<file path="src/rtl/seven_seg_pkg.sv">
// Shared 7-segment encoding: active-high patterns with segment A at bit 6, G at bit 0.
// The display encoder uses the same table.
package seven_seg_pkg;

    localparam int SEG_IDX_A = 6;
    localparam int SEG_IDX_B = 5;
    localparam int SEG_IDX_C = 4;
    localparam int SEG_IDX_D = 3;
    localparam int SEG_IDX_E = 2;
    localparam int SEG_IDX_F = 1;
    localparam int SEG_IDX_G = 0;

    localparam logic [6:0] SEG_0     = 7'h7E;
    localparam logic [6:0] SEG_1     = 7'h30;
    localparam logic [6:0] SEG_2     = 7'h6D;
    localparam logic [6:0] SEG_3     = 7'h79;
    localparam logic [6:0] SEG_4     = 7'h33;
    localparam logic [6:0] SEG_5     = 7'h5B;
    localparam logic [6:0] SEG_6     = 7'h5F;
    localparam logic [6:0] SEG_7     = 7'h70;
    localparam logic [6:0] SEG_8     = 7'h7F;
    localparam logic [6:0] SEG_9     = 7'h7B;
    localparam logic [6:0] SEG_A     = 7'h77;
    localparam logic [6:0] SEG_B     = 7'h1F;
    localparam logic [6:0] SEG_C     = 7'h4E;
    localparam logic [6:0] SEG_D     = 7'h3D;
    localparam logic [6:0] SEG_E     = 7'h4F;
    localparam logic [6:0] SEG_F     = 7'h47;
    localparam logic [6:0] SEG_BLANK = 7'h00;

endpackage

</file>
<file path="src/rtl/seven_seg_decode.sv">
// Combinational inverse of the segment table: active-high pattern to hex digit,
// with flags for legal digits and the all-off pattern.
module seven_seg_decode
    import seven_seg_pkg::*;
(
    input  logic [6:0] pattern,
    output logic [3:0] hex,
    output logic       legal,
    output logic       blank
);

    always_comb begin
        hex   = 4'h0;
        legal = 1'b1;
        blank = 1'b0;
        case (pattern)
            SEG_0:     hex = 4'h0;
            SEG_1:     hex = 4'h1;
            SEG_2:     hex = 4'h2;
            SEG_3:     hex = 4'h3;
            SEG_4:     hex = 4'h4;
            SEG_5:     hex = 4'h5;
            SEG_6:     hex = 4'h6;
            SEG_7:     hex = 4'h7;
            SEG_8:     hex = 4'h8;
            SEG_9:     hex = 4'h9;
            SEG_A:     hex = 4'hA;
            SEG_B:     hex = 4'hB;
            SEG_C:     hex = 4'hC;
            SEG_D:     hex = 4'hD;
            SEG_E:     hex = 4'hE;
            SEG_F:     hex = 4'hF;
            SEG_BLANK: begin
                legal = 1'b0;
                blank = 1'b1;
            end
            default:   legal = 1'b0;
        endcase
    end

endmodule

</file>
<file path="src/rtl/seven_seg_reader.sv">
// Segment-line receiver: synchronizes the pins, waits for a stable pattern,
// then decodes it and reports legal, blank and illegal acceptances.
module seven_seg_reader
    import seven_seg_pkg::*;
#(
    parameter int STABLE_CYCLES = 16,
    parameter bit ACTIVE_LOW    = 1'b1
) (
    input  logic       i_Clk,
    input  logic       i_Reset,
    input  logic       i_Segment_A,
    input  logic       i_Segment_B,
    input  logic       i_Segment_C,
    input  logic       i_Segment_D,
    input  logic       i_Segment_E,
    input  logic       i_Segment_F,
    input  logic       i_Segment_G,
    output logic [3:0] o_Hex,
    output logic       o_Hex_Valid,
    output logic       o_Blank,
    output logic       o_Valid,
    output logic       o_Invalid,
    output logic [7:0] o_Error_Count
);

    localparam int               CNT_W   = $clog2(STABLE_CYCLES);
    localparam logic [CNT_W-1:0] CNT_MAX = CNT_W'(STABLE_CYCLES - 1);
    localparam logic [6:0]       UNLIT   = ACTIVE_LOW ? 7'h7F : 7'h00;

    logic [6:0]       seg_raw;
    logic [6:0]       p;
    logic             accept;
    logic [3:0]       dec_hex;
    logic             dec_legal;
    logic             dec_blank;

    logic [6:0]       sync1_q, sync1_d, sync2_q, sync2_d;
    logic [6:0]       p_prev_q, p_prev_d, acc_q, acc_d;
    logic [CNT_W-1:0] cnt_q, cnt_d;
    logic [3:0]       hex_q, hex_d;
    logic             hex_valid_q, hex_valid_d, blank_q, blank_d;
    logic             valid_q, valid_d, invalid_q, invalid_d;
    logic [7:0]       err_q, err_d;

    always_comb begin
        seg_raw            = '0;
        seg_raw[SEG_IDX_A] = i_Segment_A;
        seg_raw[SEG_IDX_B] = i_Segment_B;
        seg_raw[SEG_IDX_C] = i_Segment_C;
        seg_raw[SEG_IDX_D] = i_Segment_D;
        seg_raw[SEG_IDX_E] = i_Segment_E;
        seg_raw[SEG_IDX_F] = i_Segment_F;
        seg_raw[SEG_IDX_G] = i_Segment_G;
    end

    assign p = ACTIVE_LOW ? ~sync2_q : sync2_q;

    seven_seg_decode u_decode (
        .pattern (p),
        .hex     (dec_hex),
        .legal   (dec_legal),
        .blank   (dec_blank)
    );

    // Re-presenting the already accepted pattern is never an event.
    assign accept = (cnt_q == CNT_MAX) && (p == p_prev_q) && (p != acc_q);

    always_comb begin
        sync1_d     = seg_raw;
        sync2_d     = sync1_q;
        p_prev_d    = p;
        acc_d       = acc_q;
        hex_d       = hex_q;
        hex_valid_d = hex_valid_q;
        blank_d     = blank_q;
        valid_d     = 1'b0;
        invalid_d   = 1'b0;
        err_d       = err_q;

        if (p != p_prev_q)
            cnt_d = '0;
        else if (cnt_q != CNT_MAX)
            cnt_d = cnt_q + 1'b1;
        else
            cnt_d = cnt_q;

        if (accept) begin
            acc_d = p;
            if (dec_legal) begin
                hex_d       = dec_hex;
                hex_valid_d = 1'b1;
                blank_d     = 1'b0;
                valid_d     = 1'b1;
            end else if (dec_blank) begin
                hex_valid_d = 1'b0;
                blank_d     = 1'b1;
            end else begin
                hex_valid_d = 1'b0;
                blank_d     = 1'b0;
                invalid_d   = 1'b1;
                if (err_q != 8'hFF)
                    err_d = err_q + 8'd1;
            end
        end
    end

    always_ff @(posedge i_Clk) begin
        if (i_Reset) begin
            sync1_q     <= UNLIT;
            sync2_q     <= UNLIT;
            p_prev_q    <= SEG_BLANK;
            acc_q       <= SEG_BLANK;
            cnt_q       <= '0;
            hex_q       <= 4'h0;
            hex_valid_q <= 1'b0;
            blank_q     <= 1'b1;
            valid_q     <= 1'b0;
            invalid_q   <= 1'b0;
            err_q       <= 8'h00;
        end else begin
            sync1_q     <= sync1_d;
            sync2_q     <= sync2_d;
            p_prev_q    <= p_prev_d;
            acc_q       <= acc_d;
            cnt_q       <= cnt_d;
            hex_q       <= hex_d;
            hex_valid_q <= hex_valid_d;
            blank_q     <= blank_d;
            valid_q     <= valid_d;
            invalid_q   <= invalid_d;
            err_q       <= err_d;
        end
    end

    assign o_Hex         = hex_q;
    assign o_Hex_Valid   = hex_valid_q;
    assign o_Blank       = blank_q;
    assign o_Valid       = valid_q;
    assign o_Invalid     = invalid_q;
    assign o_Error_Count = err_q;

endmodule

</file>
<file path="config.mk">
export PLATFORM = sky130hd
export DESIGN_NAME = seven_seg_reader
export DESIGN_NICKNAME = d
export VERILOG_FILES = /design/src/rtl/seven_seg_pkg.sv /design/src/rtl/seven_seg_decode.sv /design/src/rtl/seven_seg_reader.sv
export SDC_FILE = /design/constraint.sdc
export NUM_CORES = 1
export LEC_CHECK = 0
export ABC_AREA = 0
export CAP_MARGIN = 20
export CORE_MARGIN = 2
export CORE_UTILIZATION = 51
export CTS_CLUSTER_DIAMETER = 120
export DETAILED_ROUTE_END_ITERATION = 7
export GPL_ROUTABILITY_DRIVEN = 0
export PLACE_DENSITY = 0.73
export SKIP_LAST_GASP = 1
export SLEW_MARGIN = 20
export SYNTH_ARGS = -nofsm -noshare
export SYNTH_HDL_FRONTEND = slang
export SYNTH_SLANG_ARGS = --single-unit
</file>
<file path="constraint.sdc">
create_clock -name i_Clk -period 6.5 [get_ports i_Clk]
set_input_delay 1.3 -clock i_Clk [delete_from_list [all_inputs] [get_ports i_Clk]]
set_output_delay 1.3 -clock i_Clk [all_outputs]
set_load 0.01 [all_outputs]
</file>
# ---- After elaboration in Yosys (flattened, before gate mapping)
# Index checks and enable logic that the tools add are counted.
dict set report word_totals {
  regBits 48
  input_bits 9
  out_inout_bits 16
}
dict set report classes {
  add_sub_neg 2
  eq_ne 22
  n_mux 7
  n_bitwise 4
  reduce_logical 9
}
# cell count
set op_table {}
lappend op_table {{== test 7 bit (second input constant)} 12}
lappend op_table {{case mux 4 bit (15 select lines)} 1}
lappend op_table {{== test 7 x 6 -> 1 bit (second input constant)} 3}
lappend op_table {{OR reduction 16 bit} 1}
lappend op_table {{!= test 7 bit} 2}
lappend op_table {{adder 8 x 1 -> 8 bit (second input constant)} 1}
lappend op_table {{!= test 8 bit (second input constant)} 1}
lappend op_table {{== test 7 x 5 -> 1 bit (second input constant)} 1}
lappend op_table {{== test 7 bit} 1}
lappend op_table {{zero test 7 bit} 1}
lappend op_table {{inverter 7 bit} 1}
lappend op_table {{two-way mux 1 bit} 6}
lappend op_table {{adder 4 x 1 -> 4 bit (second input constant)} 1}
lappend op_table {{== test 4 bit (second input constant)} 1}
lappend op_table {{!= test 4 bit (second input constant)} 1}
lappend op_table {{AND reduction 4 bit} 1}
lappend op_table {{OR reduction 2 bit} 2}
lappend op_table {{inverter 1 bit} 3}
lappend op_table {{OR reduction 3 bit} 1}
lappend op_table {{logical AND 1 bit} 2}
lappend op_table {{AND reduction 2 bit} 1}

# ---- Depth between registers and ports, before layout
dict set report logic_depth {
  ltp_word 6
  depth_mapped 8
  depth_no_buf 7
}

# ---- Cells and area by module
# From an unflattened synthesis, not the netlist that was laid out.
dict set report unflattened {
  cells_unflattened 261
  hier_area_um2 2265.9
}
# mod instances cells_per_inst area_per_inst_um2 seq_area_each_um2
set modules_own_cells {}
lappend modules_own_cells {seven_seg_reader 1 204 1884.3 960.9}
lappend modules_own_cells {seven_seg_decode 1 57 381.6 0.0}

# ---- Worst setup path after synthesis
# OpenSTA, ideal clock, no wires.
dict set report synth_timing {
  path_kind {input to register}
  startpoint {in i_Reset}
  endpoint {reg sync1_q[0]}
  arrival_ps 1948
  t_required_ps 6377
  setup_slack_ps 4428
  path_stages 3
  cell_sequence {clkbuf_1 -> clkbuf_1 -> or2_2}
}
# item line_no
set synth_lines {}
lappend synth_lines {{from (decl)} seven_seg_reader.sv:10} ;# input logic i_Reset,
lappend synth_lines {{to (signal assigned)} seven_seg_reader.sv:121} ;# sync1_q <= sync1_d;
lappend synth_lines {{to (decl)} seven_seg_reader.sv:37} ;# logic [6:0] sync1_q, sync1_d, sync2_q, sync2_d;
# No word-level cell between the ends.

# ---- Worst setup path in the final report
dict set report layout_timing {
  startpoint {reg err_q[2] (netlist: o_Error_Count[2])}
  endpoint {out o_Error_Count[2]}
}
# item line_no
set layout_lines {}
lappend layout_lines {{from (decl)} seven_seg_reader.sv:43} ;# logic [7:0] err_q, err_d;
lappend layout_lines {{from (signal assigned)} seven_seg_reader.sv:131} ;# err_q <= err_d;
lappend layout_lines {{to (decl)} seven_seg_reader.sv:23} ;# output logic [7:0] o_Error_Count
# No word-level cell between the ends.

==> results by group <==
Setup path
  • CP max FO: 7
  • Critical Path Max Stage Delay: ~0.58 ns
  • Buf+Inv Stages, Crit Path: 1
  • CP Launch Type: register
  • Crit-path cells: clkdlybuf4s50_1
  • CP delay by family, top: buffers and inverters
  • Slowest CP cell: clkdlybuf4s50_1
  • CP Capture Type: primary output
  • Worst endpoint required time: approximately 5.2 ns
  • Critical path type: reg -> out
  • Worst R2R Setup Slack: between 3 and 4 ns
  • CP arrival: about 1.3 ns

Synth
  • Sequential fraction of the synthesis area: 0.411
  • Top_reg_cell synth: dfxtp_1
  • Syn. warnings: 0
  • Synth Area in Adders: 0.0107
  • Synth Cell Area: 2340 um^2
  • Area contributors post-synth: dfxtp_1 41%, nor2_1 5.6%, or2_2 3.7%
  • Synthesis-stage register bit count: 48
  • Post-synth top area share: 0.411
  • Synth Area in Compound Gates: 0.134
  • Distinct cells, synth: around 50
  • Main combinational cell family by area after synthesis: simple AND/OR/NAND/NOR gates
  • Area leader, netlist: dfxtp_1
  • Syn nets: 284
  • Number of enable flip-flop cells after synthesis: 0
  • Avg Cell Area, Syn: approximately 8.6 um^2
  • Multiplexer area fraction after synthesis: 0.0230
  • Syn Inst Count: about 270
  • Synth Area in XOR/XNOR: 0.0562
  • Post-Synth Simple-Gate Area: 0.316
  • Async S/R FF share, synth: 0

Power
  • Static leakage: between 0.9 and 1 nW
  • Power, Total: 0.526 mW
  • VDD IR-drop max: between 150 and 200 uV
  • Power Density: 199 nW/um^2

STA
  • Final number of hold-violating endpoints: 0
  • Min Tclk post-route: between 2 and 3 ns
  • RSZ-0062 raised after global routing: no
  • Final clock skew: a little under 0.008 ns
  • Fmax: 381 MHz
  • Final setup vio count: 0
  • Final Cycle Share: 0.404
  • Relative slew slack: 0.513
  • Total negative slack: 0 ns
  • Final Max Tran Viols: 0
  • Least-Margin Pin Slew: 0.730 ns

Route
  • Met2 wire len: 2.16 mm
  • Drt pass-1 iters: 4
  • Drt wl/cell: roughly 14 um
  • Initial DRC count: roughly 110
  • DRT antenna net count: 0
  • Met3 wire length: roughly 180 um
  • Average vias per placed instance: about 5.8
  • Routed WL: 4.72 mm
  • DRC Markers: 0
  • Met1 WL: between 2 and 2.5 mm
  • Vias post-DR: approximately 2000
  • Highest routed layer: met4

Cells and area
  • Nets@finish: 296
  • Antenna diode count: 0
  • Layout cells sized above 1: 0.0979
  • Layout area overhead: 13.1%

Floorplan
  • Core Region: between 4000 and 5000 um^2
  • Total Die Area: about 5100 um^2
  • Ports: 25
  • Floorplan row count: 24
  • Initial Util: 0.533
  • Die width: about 72 um
  • Die Height: approximately 72 um

Clocking
  • # Post-CTS Setup Buffers: 0
  • Sinks on the clock net: between 40 and 50
  • Htree depth: 2
  • # hold bufs at CTS: 0
  • Clk Latency, worst-skew pair: approximately 0.3 ns
  • CTS tree: done
  • Clock-pin transition on the worst setup and hold timing paths: approximately 0.090 ns
  • Maximum clock path buffer count: 2
  • Root buf cell: clkbuf_8
  • Total clock buffers created by CTS: 5
  • Post_cts resized: 0

Placement
  • IO buf count: 24
  • Hpwl dp: about 3.2 mm

GRT
  • Antenna violations before repair: 0
  • Remaining global-route overflow: 0
  • GRT Util Overall: 0.200
  • Vias in the first global route: about 1800
  • Largest net degree at the start of global routing: 48
  • First-pass GRT wire length: ~8 mm

Run
  • Max-cap violations: 0

Run status
  • Status: finished clean

Min path
  • Worst min path class: reg -> reg
sequential cells by signal, summed over array words and instances, names as in the netlist:
name and flops:
cnt_q 4, o_Invalid 1, o_Error_Count 8, sync1_q 7
o_Blank 1, sync2_q 7, o_Valid 1, o_Hex 4
p_prev_q 7, acc_q 7, o_Hex_Valid 1
kinds of logic (layout without fill, tap and decap cells):
group,count (synthesis),count (layout)
adders and majority gates,2,2
DFF,48,48
muxes,5,5
and+or+nand+nor,132,132
xor gates and xnor gates,15,15
AOI/OAI and AO/OA,49,49
buffers and inverters,22,35
layout by cell type (no fill, tap or decap), drive strengths merged, types with 3 or more instances in the layout:
master         netlist  routed
dfxtp               48      48
nor2                35      35
clkdlybuf4s50        0      24
or2                 17      17
a21oi               15      15
nand2               13      13
nor3                10      10
nand3               10      10
o21ai               10      10
a211oi               9       9
xnor2                8       8
xor2                 7       7
and3                 7       7
nor4                 7       7
clkbuf               9       6
nand4                6       6
nor2b                5       5
o41ai                3       3
or3                  3       3
or4                  3       3
o31ai                3       3
mux2                 3       3
stage by stage:
stage                     hold slack, ns   util  area [um^2]  instances  worst slack [ns]
after CTS                          0.413  0.602         2640        338              3.86
after floorplan                    0.389      -         2340        273              4.43
after global placement             0.392  0.581         2550        330              3.73
after detailed placement           0.393  0.581         2550        330              3.72
after global routing               0.430  0.602         2640        338              3.72
final                              0.410  0.602         2640        338              3.88
per-layer routing:
layer | vias to the layer above | GRT usage
met5 | - | 0
met4 | 0 | 0.0776
met2 | 42 | 0.324
met3 | 11 | 0.0380
met1 | 913 | 0.263
li1 | 998 | -
path summary, 6_finish.rpt:
kind / start / endpoint / depth (start not counted)
max: o_Error_Count[2]$_SDFFE_PP0P_ / o_Error_Count[2] / 1
min: sync1_q[6]$_SDFF_PP1_ / sync2_q[6]$_SDFF_PP1_ / 1
max reg2reg: sync2_q[2]$_SDFF_PP1_ / o_Error_Count[3]$_SDFFE_PP0P_ / 6
min reg2reg: sync1_q[6]$_SDFF_PP1_ / sync2_q[6]$_SDFF_PP1_ / 1
Yosys cell counts (3+ instances only):
cell type  count
nand4_1        5
and3_1         7
mux2_1         3
xnor2_1        8
dfxtp_1       48
nand2_1       13
buf_4          5
nor3_1        10
clkbuf_1       9
xor2_1         7
nor2b_1        5
or4_1          3
a211oi_1       9
a21oi_1       15
o31ai_1        3
o21ai_0        9
o41ai_1        3
or3_1          3
or2_2         14
nor2_1        35
nand3_1       10
nor4_1         6
buf_2          4
area by class of cell:
class                   instances  area [um^2]
flip-flops and latches         48          961
inverters                       1         3.75
multi-input cells             203         1260
clock inverters                 2         10.0
well taps                      52         65.1
clock buffers                   6         82.6
repair buffers                 26          255
fillers                       400         1740
power breakdown:
part | internal (mW) | switching [mW]
sequential | 0.300 | 0.00967
combinational | 0.0177 | 0.0180
clock | 0.0850 | 0.0962
total | 0.402 | 0.124
(Power assumes the default switching activity.)
